--- config.mk ---
export PLATFORM = sky130hd
export DESIGN_NAME = ext_mem_arbiter_flat
export DESIGN_NICKNAME = d
export VERILOG_FILES = /design/src/rtl/ext_mem_arbiter_if.sv /design/src/rtl/ext_mem_arbiter.sv /design/src/flat_wrapper.sv
export SDC_FILE = /design/constraint.sdc
export NUM_CORES = 1
export LEC_CHECK = 0
export CORE_AREA = 2 2 131 133
export CTS_CLUSTER_DIAMETER = 100
export DETAILED_ROUTE_END_ITERATION = 7
export DIE_AREA = 0 0 133 135
export PLACE_DENSITY = 0.73
export SYNTH_ARGS = -nofsm -noshare
export SYNTH_HDL_FRONTEND = slang
export SYNTH_SLANG_ARGS = --single-unit
--- constraint.sdc ---
create_clock -name clk -period 3.7 [get_ports clk]
set_input_delay 0.74 -clock clk [delete_from_list [all_inputs] [get_ports clk]]
set_output_delay 0.74 -clock clk [all_outputs]
set_load 0.05 [all_outputs]
--- src/rtl/ext_mem_arbiter_if.sv ---
// Client and memory-side signals of the external memory arbiter.
// The slave modport is the arbiter; the master modport is the clients plus the memory.
interface ext_mem_arbiter_if #(
  parameter int ADDR_WIDTH = 20,
  parameter int DATA_WIDTH = 32,
  parameter int CNT_WIDTH  = 32
);
  logic                  r0_req;
  logic [ADDR_WIDTH-1:0] r0_addr;
  logic                  r0_gnt;
  logic                  r0_rvalid;
  logic [DATA_WIDTH-1:0] r0_rdata;

  logic                  r1_req;
  logic [ADDR_WIDTH-1:0] r1_addr;
  logic                  r1_gnt;
  logic                  r1_rvalid;
  logic [DATA_WIDTH-1:0] r1_rdata;

  logic                  w_req;
  logic [ADDR_WIDTH-1:0] w_addr;
  logic [DATA_WIDTH-1:0] w_data;
  logic                  w_gnt;

  logic [ADDR_WIDTH-1:0] ext_mem_read_addr;
  logic                  ext_mem_read_en;
  logic [DATA_WIDTH-1:0] ext_mem_qout;
  logic [ADDR_WIDTH-1:0] ext_mem_write_addr;
  logic [DATA_WIDTH-1:0] ext_mem_din;
  logic                  ext_mem_write_en;

  logic                  clear_counts;
  logic [CNT_WIDTH-1:0]  rd_count;
  logic [CNT_WIDTH-1:0]  wr_count;

  modport slave (
    input  r0_req, r0_addr, r1_req, r1_addr, w_req, w_addr, w_data,
    input  ext_mem_qout, clear_counts,
    output r0_gnt, r0_rvalid, r0_rdata, r1_gnt, r1_rvalid, r1_rdata, w_gnt,
    output ext_mem_read_addr, ext_mem_read_en,
    output ext_mem_write_addr, ext_mem_din, ext_mem_write_en,
    output rd_count, wr_count
  );

  modport master (
    output r0_req, r0_addr, r1_req, r1_addr, w_req, w_addr, w_data,
    output ext_mem_qout, clear_counts,
    input  r0_gnt, r0_rvalid, r0_rdata, r1_gnt, r1_rvalid, r1_rdata, w_gnt,
    input  ext_mem_read_addr, ext_mem_read_en,
    input  ext_mem_write_addr, ext_mem_din, ext_mem_write_en,
    input  rd_count, wr_count
  );
endinterface

--- src/rtl/ext_mem_arbiter.sv ---
// Arbiter for a pseudo-2-port external memory: two round-robin read clients,
// one always-granted write client, and saturating bandwidth counters.
module ext_mem_arbiter #(
  parameter int ADDR_WIDTH = 20,
  parameter int DATA_WIDTH = 32,
  parameter int CNT_WIDTH  = 32
) (
  input  logic             clk,
  input  logic             arst_in,
  ext_mem_arbiter_if.slave bus
);

  logic                 gnt0;
  logic                 gnt1;
  logic                 gnt_w;
  logic                 ok0;
  logic                 ok1;
  logic                 rd_issue;
  logic                 last_rd;
  logic                 tag_vld_p1;
  logic                 tag_client_p1;
  logic [CNT_WIDTH-1:0] rd_cnt;
  logic [CNT_WIDTH-1:0] wr_cnt;

  function automatic logic [CNT_WIDTH-1:0] sat_inc(input logic [CNT_WIDTH-1:0] v);
    return (&v) ? v : v + CNT_WIDTH'(1);
  endfunction

  always_comb begin
    gnt0  = 1'b0;
    gnt1  = 1'b0;
    gnt_w = 1'b0;
    ok0   = 1'b0;
    ok1   = 1'b0;
    if (!arst_in) begin
      gnt_w = bus.w_req;
      // A read aimed at the address being written this cycle waits a cycle.
      ok0 = bus.r0_req && !(bus.w_req && (bus.r0_addr == bus.w_addr));
      ok1 = bus.r1_req && !(bus.w_req && (bus.r1_addr == bus.w_addr));
      if (ok0 && ok1) begin
        gnt0 = last_rd;
        gnt1 = !last_rd;
      end else begin
        gnt0 = ok0;
        gnt1 = ok1;
      end
    end
  end

  assign rd_issue = gnt0 | gnt1;

  assign bus.r0_gnt             = gnt0;
  assign bus.r1_gnt             = gnt1;
  assign bus.w_gnt              = gnt_w;
  assign bus.ext_mem_read_en    = rd_issue;
  assign bus.ext_mem_read_addr  = gnt0 ? bus.r0_addr :
                                  (gnt1 ? bus.r1_addr : {ADDR_WIDTH{1'b0}});
  assign bus.ext_mem_write_en   = gnt_w;
  assign bus.ext_mem_write_addr = gnt_w ? bus.w_addr : {ADDR_WIDTH{1'b0}};
  assign bus.ext_mem_din        = gnt_w ? bus.w_data : {DATA_WIDTH{1'b0}};

  // Stage p0 -> p1: response tag follows the memory's one-cycle read latency.
  always_ff @(posedge clk or posedge arst_in) begin
    if (arst_in) begin
      last_rd       <= 1'b1;
      tag_vld_p1    <= 1'b0;
      tag_client_p1 <= 1'b0;
      rd_cnt        <= '0;
      wr_cnt        <= '0;
    end else begin
      tag_vld_p1    <= rd_issue;
      tag_client_p1 <= gnt1;
      if (rd_issue) begin
        last_rd <= gnt1;
      end
      if (bus.clear_counts) begin
        rd_cnt <= '0;
        wr_cnt <= '0;
      end else begin
        if (rd_issue) rd_cnt <= sat_inc(rd_cnt);
        if (gnt_w)    wr_cnt <= sat_inc(wr_cnt);
      end
    end
  end

  assign bus.r0_rvalid = tag_vld_p1 && !tag_client_p1;
  assign bus.r1_rvalid = tag_vld_p1 && tag_client_p1;
  assign bus.r0_rdata  = bus.ext_mem_qout;
  assign bus.r1_rdata  = bus.ext_mem_qout;
  assign bus.rd_count  = rd_cnt;
  assign bus.wr_count  = wr_cnt;

endmodule
--- src/flat_wrapper.sv ---
// flat-port wrapper written by rule: the top's interface ports become plain ports
module ext_mem_arbiter_flat 
#(
  parameter int ADDR_WIDTH = 20,
  parameter int DATA_WIDTH = 32,
  parameter int CNT_WIDTH  = 32
)
  (clk, arst_in, bus_r0_req, bus_r0_addr, bus_r1_req, bus_r1_addr, bus_w_req, bus_w_addr, bus_w_data, bus_ext_mem_qout, bus_clear_counts, bus_r0_gnt, bus_r0_rvalid, bus_r0_rdata, bus_r1_gnt, bus_r1_rvalid, bus_r1_rdata, bus_w_gnt, bus_ext_mem_read_addr, bus_ext_mem_read_en, bus_ext_mem_write_addr, bus_ext_mem_din, bus_ext_mem_write_en, bus_rd_count, bus_wr_count);
  ext_mem_arbiter_if #(.ADDR_WIDTH(ADDR_WIDTH), .DATA_WIDTH(DATA_WIDTH), .CNT_WIDTH(CNT_WIDTH)) bus_i ();
  input  logic clk;
  input  logic arst_in;
  input wire logic [$bits(bus_i.r0_req)-1:0] bus_r0_req;
  input wire logic [$bits(bus_i.r0_addr)-1:0] bus_r0_addr;
  input wire logic [$bits(bus_i.r1_req)-1:0] bus_r1_req;
  input wire logic [$bits(bus_i.r1_addr)-1:0] bus_r1_addr;
  input wire logic [$bits(bus_i.w_req)-1:0] bus_w_req;
  input wire logic [$bits(bus_i.w_addr)-1:0] bus_w_addr;
  input wire logic [$bits(bus_i.w_data)-1:0] bus_w_data;
  input wire logic [$bits(bus_i.ext_mem_qout)-1:0] bus_ext_mem_qout;
  input wire logic [$bits(bus_i.clear_counts)-1:0] bus_clear_counts;
  output wire logic [$bits(bus_i.r0_gnt)-1:0] bus_r0_gnt;
  output wire logic [$bits(bus_i.r0_rvalid)-1:0] bus_r0_rvalid;
  output wire logic [$bits(bus_i.r0_rdata)-1:0] bus_r0_rdata;
  output wire logic [$bits(bus_i.r1_gnt)-1:0] bus_r1_gnt;
  output wire logic [$bits(bus_i.r1_rvalid)-1:0] bus_r1_rvalid;
  output wire logic [$bits(bus_i.r1_rdata)-1:0] bus_r1_rdata;
  output wire logic [$bits(bus_i.w_gnt)-1:0] bus_w_gnt;
  output wire logic [$bits(bus_i.ext_mem_read_addr)-1:0] bus_ext_mem_read_addr;
  output wire logic [$bits(bus_i.ext_mem_read_en)-1:0] bus_ext_mem_read_en;
  output wire logic [$bits(bus_i.ext_mem_write_addr)-1:0] bus_ext_mem_write_addr;
  output wire logic [$bits(bus_i.ext_mem_din)-1:0] bus_ext_mem_din;
  output wire logic [$bits(bus_i.ext_mem_write_en)-1:0] bus_ext_mem_write_en;
  output wire logic [$bits(bus_i.rd_count)-1:0] bus_rd_count;
  output wire logic [$bits(bus_i.wr_count)-1:0] bus_wr_count;
  assign bus_i.r0_req = bus_r0_req;
  assign bus_i.r0_addr = bus_r0_addr;
  assign bus_i.r1_req = bus_r1_req;
  assign bus_i.r1_addr = bus_r1_addr;
  assign bus_i.w_req = bus_w_req;
  assign bus_i.w_addr = bus_w_addr;
  assign bus_i.w_data = bus_w_data;
  assign bus_i.ext_mem_qout = bus_ext_mem_qout;
  assign bus_i.clear_counts = bus_clear_counts;
  assign bus_r0_gnt = bus_i.r0_gnt;
  assign bus_r0_rvalid = bus_i.r0_rvalid;
  assign bus_r0_rdata = bus_i.r0_rdata;
  assign bus_r1_gnt = bus_i.r1_gnt;
  assign bus_r1_rvalid = bus_i.r1_rvalid;
  assign bus_r1_rdata = bus_i.r1_rdata;
  assign bus_w_gnt = bus_i.w_gnt;
  assign bus_ext_mem_read_addr = bus_i.ext_mem_read_addr;
  assign bus_ext_mem_read_en = bus_i.ext_mem_read_en;
  assign bus_ext_mem_write_addr = bus_i.ext_mem_write_addr;
  assign bus_ext_mem_din = bus_i.ext_mem_din;
  assign bus_ext_mem_write_en = bus_i.ext_mem_write_en;
  assign bus_rd_count = bus_i.rd_count;
  assign bus_wr_count = bus_i.wr_count;
  ext_mem_arbiter #(.ADDR_WIDTH(ADDR_WIDTH), .DATA_WIDTH(DATA_WIDTH), .CNT_WIDTH(CNT_WIDTH)) u_core (.clk(clk), .arst_in(arst_in), .bus(bus_i));
endmodule
==> impl_metrics.py, run 1 <==
metrics = {
    "worst_setup_path": {
        "critPathKind": "in2out",
        "cp_data_arrival_time_ns": 2.89,
        "crit_path_max_fanout": 6,
        "cp_slowest_stage_delay_ns": 0.46,
        "crit_slowest_cell": "clkdlybuf4s50_1",
        "crit_family": "buffers and inverters",
        "endpoint_kind": "primary output",
        "worstSetupStartpointType": "input pin",
        "crit_start": "bus_r1_addr[16]",
        "cp.required_ns": 2.96,
        "cpMostUsedCell": "buf_4",
        "r2r_start": "u_core.bus.rd_count[5]$_DFFE_PP0P_",
        "path_buf_inv": 4,
        "path_cells": "clkdlybuf4s50_1 > xor2_1 > nor4_2 > nand4_1 > o21a_1 > nand2b_1 > and3_4 > buf_4 > buf_12 > a22o_1 > buf_4",
    },
    "drt": {
        "route.detailed.drc": 0,
        "drtIter0Drc": 356,
        "ant_nets": 0,
        "via_per_inst": 4.868,
        "first_pass_iters": 5,
        "wire_per_inst_um": 16.34,
        "wl_um": 16460,
        "vias": 4902,
    },
    "power_and_ir_drop": {
        "finalPower_mw": 2.295,
        "power.share.sequential_pct": 32.6,
        "powerDensity_mw_per_mm2": 274.8,
        "clkPwrFrac_pct": 39.8,
        "intPower_mw": 1.631,
        "switching_share_pct": 28.94,
        "ir_worst_vdd_uv": 187.3,
        "combinationalPowerShare_pct": 27.6,
        "p_leak_nw": 3.641,
        "p_switching_uw": 664.4,
    },
    "logic_synthesis": {
        "yosysTopAreaCell": "dfrtp_1",
        "synth_edf_count": 0,
        "synthTopCellsByArea": "dfrtp_1 (33%), xor2_1 (10%), buf_4 (9.6%)",
        "synth.most_common_cell": "dfrtp_1",
        "syn_area_mm2": 0.005081,
        "yosys_warnings": 0,
        "synth_ff_type": "dfrtp_1",
        "ys_seq_area_share_pct": 33.02,
        "synth.avg_cell_area_um2": 8.598,
        "synth.top_cell.area_share_pct": 32.50,
        "netlist_instances": 591,
        "async_flop_share_pct": 100.0,
        "synth.net_count": 723,
        "ys_types": 39,
        "synth_seq_cells": 67,
        "synthTopCellsByCount": "dfrtp_1 (66), buf_4 (65), xor2_1 (58)",
    },
    "layout": {
        "num-nets-final": 914,
        "layout-drive-gt1-share_pct": 19.85,
        "instances_no_fill": 1007,
        "synthToLayoutAreaGrowth_pct": 64.42,
    },
    "placed_design": {
        "port_buffers": 240,
        "place_hpwl_um": 12580,
        "place_inst": 986,
        "gp_congestion": 0.8747,
    },
    "sta": {
        "min_period_over_period_pct": 98.14,
        "relSlewSlack_pct": 36.30,
        "slew_violations": 0,
        "setup_tns_ns": 0,
        "skew_ns": 0.006785,
        "fmax_ghz": 0.2754,
        "setup_viol": 0,
        "worst_pin_slew_ns": 0.9554,
        "finalHoldViolCount": 0,
        "min_period_ns": 3.631,
    },
    "clock_tree": {
        "clock_sinks": 67,
        "clk_latency_ns": 0.33,
        "clk_pin_slew_ns": 0.05,
        "cts_buffer_depth": 2,
        "cts_hold_buf": 0,
        "cts_tree": "built",
        "cts_root_buffer": "clkbuf_16",
        "htreeDepth": 3,
        "cts_made_buffers": 9,
    },
    "hold_path": {
        "hp-class": "reg2reg",
        "min_from": "u_core.last_rd$_DFFE_PP1P_",
    },
    "global_route": {
        "grt_max_degree": 53,
        "antenna_found_initial": 1,
        "grt_overflow_total": 0,
        "grt_pass1_vias": 4695,
        "track_usage_pct": 18.14,
        "grt_first_pass_wirelength_um": 25600,
    },
    "job": {
        "cap_violations": 0,
    },
    "die": {
        "io_pins": 337,
        "fp.dieArea_mm2": 0.01796,
        "initial_utilization_pct": 30.97,
        "coreArea_mm2": 0.01641,
        "die_w_um": 133,
        "die_h_um": 135,
        "num_rows": 47,
    },
    "run_status": {
        "outcome": "finished, final reports clean",
    },
}
## worst min-delay path, cell delays in order, from the launching register on
cell	delay (ns)
dfstp_2	0.38
o21ai_0	0.07
nand2b_1	0.06
## what timing repair did
action                     in CTS  in global routing
buffers inserted                4                  0
setup endpoints to repair      23                 21
gates cloned                    2                  0
gates resized for setup        35                 45
pin swaps                      13                 17
## layout make-up
type                            instances  area (um^2)
Fill cell                            1458         8053
Timing Repair Buffer                  273         3283
Multi-Input combinational cell        425         2773
Sequential cell                        67         1678
Tap cell                              220        275.3
Clock buffer                           10        239.0
Clock inverter                          5        77.57
Inverter                                6        26.28
Antenna cell                            1        2.502
## logic make-up after synthesis
group	synth area share, %
AND/OR/NAND/NOR	29.40
AO/OA/AOI/OAI	9.555
multiplexers	2.413
XOR/XNOR	11.72
flip-flops	33.02
adder cells (fa/ha/maj)	0.4924
buffers and inverters	13.40
## power by group through the flow
| stage | clock network, mW | registers (mW) | logic, mW |
|---|---|---|---|
| after floorplan | 0 | 0.770 | 0.475 |
| after global placement | 0 | 0.760 | 0.617 |
| after detailed placement | 0 | 0.761 | 0.620 |
| after CTS | 0.942 | 0.748 | 0.636 |
| after global routing | 0.977 | 0.749 | 0.667 |
| final | 0.913 | 0.748 | 0.634 |
## through the flow
stage | area [um^2] | setup slack, ns | hold slack [ns] | util [%]
floorplan | 5087 | 0.1317 | 0.4667 | -
global placement | 7836 | -0.1767 | 0.4887 | 47.76
detailed placement | 7836 | -0.2136 | 0.5114 | 47.76
CTS | 8260 | 0.0001250 | 0.5188 | 50.35
global route | 8354 | -0.005241 | 0.5586 | 50.92
finish | 8354 | 0.06865 | 0.5123 | 50.92
## cell usage in the layout (no fill, tap or decap), drive strengths merged, types with 16 or more instances in the layout
cell and instances:
clkdlybuf4s50 112, buf 110, dfrtp 66, xor2 58, and2 56, nor2 52
nand2 30, dlymetal6s2s 29, nand3 25, a21oi 24, a22o 20, nand4 19
o21ai 19, or3 17, or4 16
## layer usage
metal	track usage, %	vias up	share of wire (%)	routed length [um]
li1	-	2368	-	-
met1	22.17	2285	40	6623
met2	29.33	213	49	7996
met3	7.282	36	8.7	1429
met4	5.735	0	2.5	410
met5	0	-	0	0
## state kept, by name (all words and copies together), names as in the netlist
name,count
u_core.tag_vld_p1,1
u_core.tag_client_p1,1
u_core.last_rd,1
u_core.bus.wr_count,32
u_core.bus.rd_count,32
## worst paths after layout
path / cells past startpoint / to / slack (ns)
max: 11 / bus_ext_mem_read_addr[14] / 0.07
min: 2 / u_core.last_rd$_DFFE_PP1P_ / 0.51
max reg2reg: 8 / u_core.bus.rd_count[24]$_DFFE_PP0P_ / 0.83
min reg2reg: 2 / u_core.last_rd$_DFFE_PP1P_ / 0.51
max in group asynchronous: 3 / u_core.last_rd$_DFFE_PP1P_ / 2.24
min in group asynchronous: 3 / u_core.bus.wr_count[28]$_DFFE_PP0P_ / 1.11
Power figures use the tool's default switching activity.
==> run 2: changes to the inputs <==
--- a/config.mk
+++ b/config.mk
@@ -10,6 +10,8 @@
 export DETAILED_ROUTE_END_ITERATION = 7
 export DIE_AREA = 0 0 133 135
 export PLACE_DENSITY = 0.73
+export RECOVER_POWER = 50
 export SYNTH_ARGS = -nofsm -noshare
 export SYNTH_HDL_FRONTEND = slang
 export SYNTH_SLANG_ARGS = --single-unit
+export TNS_END_PERCENT = 1
==> impl_metrics.py, run 2 (synthesized netlist as in run 1, its figures left out) <==
metrics = {
    "worst_setup_path": {
        "worstSetupEndpoint": "bus_ext_mem_read_addr[14]",
        "crit_path_max_fanout": 6,
        "crit_start": "bus_r1_addr[16]",
        "r2r_slack_ns": 0.82,
        "rr_worst_depth": 8,
        "cp.required_ns": 2.96,
        "cp_data_arrival_time_ns": 2.89,
        "worstSetupStartpointType": "input pin",
        "worstReg2RegEnd": "u_core.bus.rd_count[24]$_DFFE_PP0P_",
        "endpoint_kind": "primary output",
        "r2r_start": "u_core.bus.rd_count[5]$_DFFE_PP0P_",
        "critPathKind": "in2out",
    },
    "drt": {
        "wl_um": 16540,
        "wire_per_inst_um": 16.42,
        "vias": 4891,
        "ant_nets": 0,
        "first_pass_iters": 4,
        "route.detailed.drc": 0,
        "drtIter0Drc": 353,
        "via_per_inst": 4.857,
    },
    "hold_path": {
        "hp-class": "reg2reg",
        "holdPathStages": 2,
    },
    "die": {
        "die_w_um": 133,
        "num_rows": 47,
        "initial_utilization_pct": 30.97,
        "coreArea_mm2": 0.01641,
        "fp.dieArea_mm2": 0.01796,
        "io_pins": 337,
        "die_h_um": 135,
    },
    "power_and_ir_drop": {
        "ir_worst_vdd_uv": 188.1,
        "powerDensity_mw_per_mm2": 275.1,
        "p_leak_nw": 3.731,
    },
    "global_route": {
        "grt_overflow_total": 0,
        "grt_max_degree": 53,
        "grt_pass1_vias": 4695,
        "track_usage_pct": 18.14,
        "grt_first_pass_wirelength_um": 25600,
        "antenna_found_initial": 1,
    },
    "run_status": {
        "outcome": "finished with violations",
        "violations": "max-capacitance violations, max-slew violations",
    },
    "sta": {
        "fmax_ghz": 0.2756,
        "worst_pin_slew_ns": 1.901,
        "min_period_ns": 3.628,
        "setup_viol": 0,
        "skew_ns": 0.006818,
        "relSlewSlack_pct": -26.71,
        "slew_violations": 69,
        "min_period_over_period_pct": 98.07,
        "finalHoldViolCount": 0,
        "holdWs_ns": 0.5110,
    },
    "placed_design": {
        "gp_congestion": 0.8747,
        "place_hpwl_um": 12580,
        "port_buffers": 240,
    },
    "layout": {
        "utilization_pct": 50.82,
        "synthToLayoutAreaGrowth_pct": 64.10,
        "final_cell_mix": "clkdlybuf4s50_1 (82), dfrtp_1 (66), xor2_1 (57), buf_12 (57), and2_1 (55)",
        "num-nets-final": 914,
        "nFillCells": 1460,
        "layout_commonest_cell": "clkdlybuf4s50_1",
        "layout-drive-gt1-share_pct": 19.34,
    },
    "clock_tree": {
        "htreeDepth": 3,
        "clock_sinks": 67,
        "cts_buffer_depth": 2,
        "clk_pin_slew_ns": 0.05,
        "cts_root_buffer": "clkbuf_16",
        "cts_made_buffers": 9,
        "cts_tree": "built",
        "clk_latency_ns": 0.34,
    },
    "job": {
        "cap_violations": 2,
    },
}
run 2: changes by cell type in the layout (fill, tap and decap cells not counted), sizes merged:
cell           change
clkbuf             +4
buf                -4
dlygate4sd3       +30
clkdlybuf4s50     -30
run 2: area by class of cell:
cell class	count	area, um^2	share of cell area (%)
well taps	220	275.3	3.301
clock buffers	10	239.0	2.866
diodes	1	2.502	0.03001
flip-flops and latches	67	1678	20.12
inverters	6	23.77	0.2851
repair buffers	273	3272	39.24
clock inverters	5	77.57	0.9304
multi-input cells	425	2770	33.22
run 2: repair_timing:
action	CTS	global route
hold buffers	0	0
cloned	2	0
buffers inserted	4	0
setup endpoints to repair	23	21
resized for setup	35	45
pin swaps	13	17
run 2: through the flow:
stage,instances,power (mW),setup TNS [ns],instance area (um^2),setup WS (ns)
detailed placement,986,1.380,-3.924,7836,-0.2136
CTS,1006,2.326,0,8260,0.0001250
global placement,986,1.378,-3.324,7836,-0.1767
global route,1007,2.391,-0.005241,8338,-0.005241
finish,1007,2.294,0,8338,0.07152
floorplan,591,1.245,0,5087,0.1317
run 2: how the worst min path moves through the flow:
stage | startpoint | endpoint | slack, ns
2_1_floorplan | u_core.last_rd$_DFFE_PP1P_ | u_core.last_rd$_DFFE_PP1P_ | 0.47
3_3_place_gp | u_core.last_rd$_DFFE_PP1P_ | u_core.last_rd$_DFFE_PP1P_ | 0.49
3_5_place_dp | u_core.last_rd$_DFFE_PP1P_ | u_core.last_rd$_DFFE_PP1P_ | 0.51
4_1_cts | u_core.last_rd$_DFFE_PP1P_ | u_core.last_rd$_DFFE_PP1P_ | 0.52
5_1_grt | u_core.last_rd$_DFFE_PP1P_ | u_core.last_rd$_DFFE_PP1P_ | 0.56
6_report | u_core.last_rd$_DFFE_PP1P_ | u_core.last_rd$_DFFE_PP1P_ | 0.51
run 2: metal layers:
| layer | routed length [um] | global-route usage, % |
|---|---|---|
| met1 | 6714 | 22.17 |
| met2 | 8058 | 29.33 |
| met3 | 1382 | 7.282 |
| met4 | 383 | 5.735 |
| met5 | 0 | 0 |
run 2: critical path, stage by stage:
cell             delay, ns
clkdlybuf4s50_1       0.46
xor2_1                0.21
nor4_2                0.25
nand4_1               0.13
o21a_1                0.23
nand2b_1              0.08
and3_4                0.20
buf_4                 0.12
buf_12                0.11
a22o_1                0.14
buf_4                 0.20
run 2: report_power, final:
group | internal (mW) | switching (mW) | leakage [nW]
clock network | 0.601 | 0.313 | 0.154
logic | 0.287 | 0.345 | 2.65
registers | 0.741 | 0.00726 | 0.928
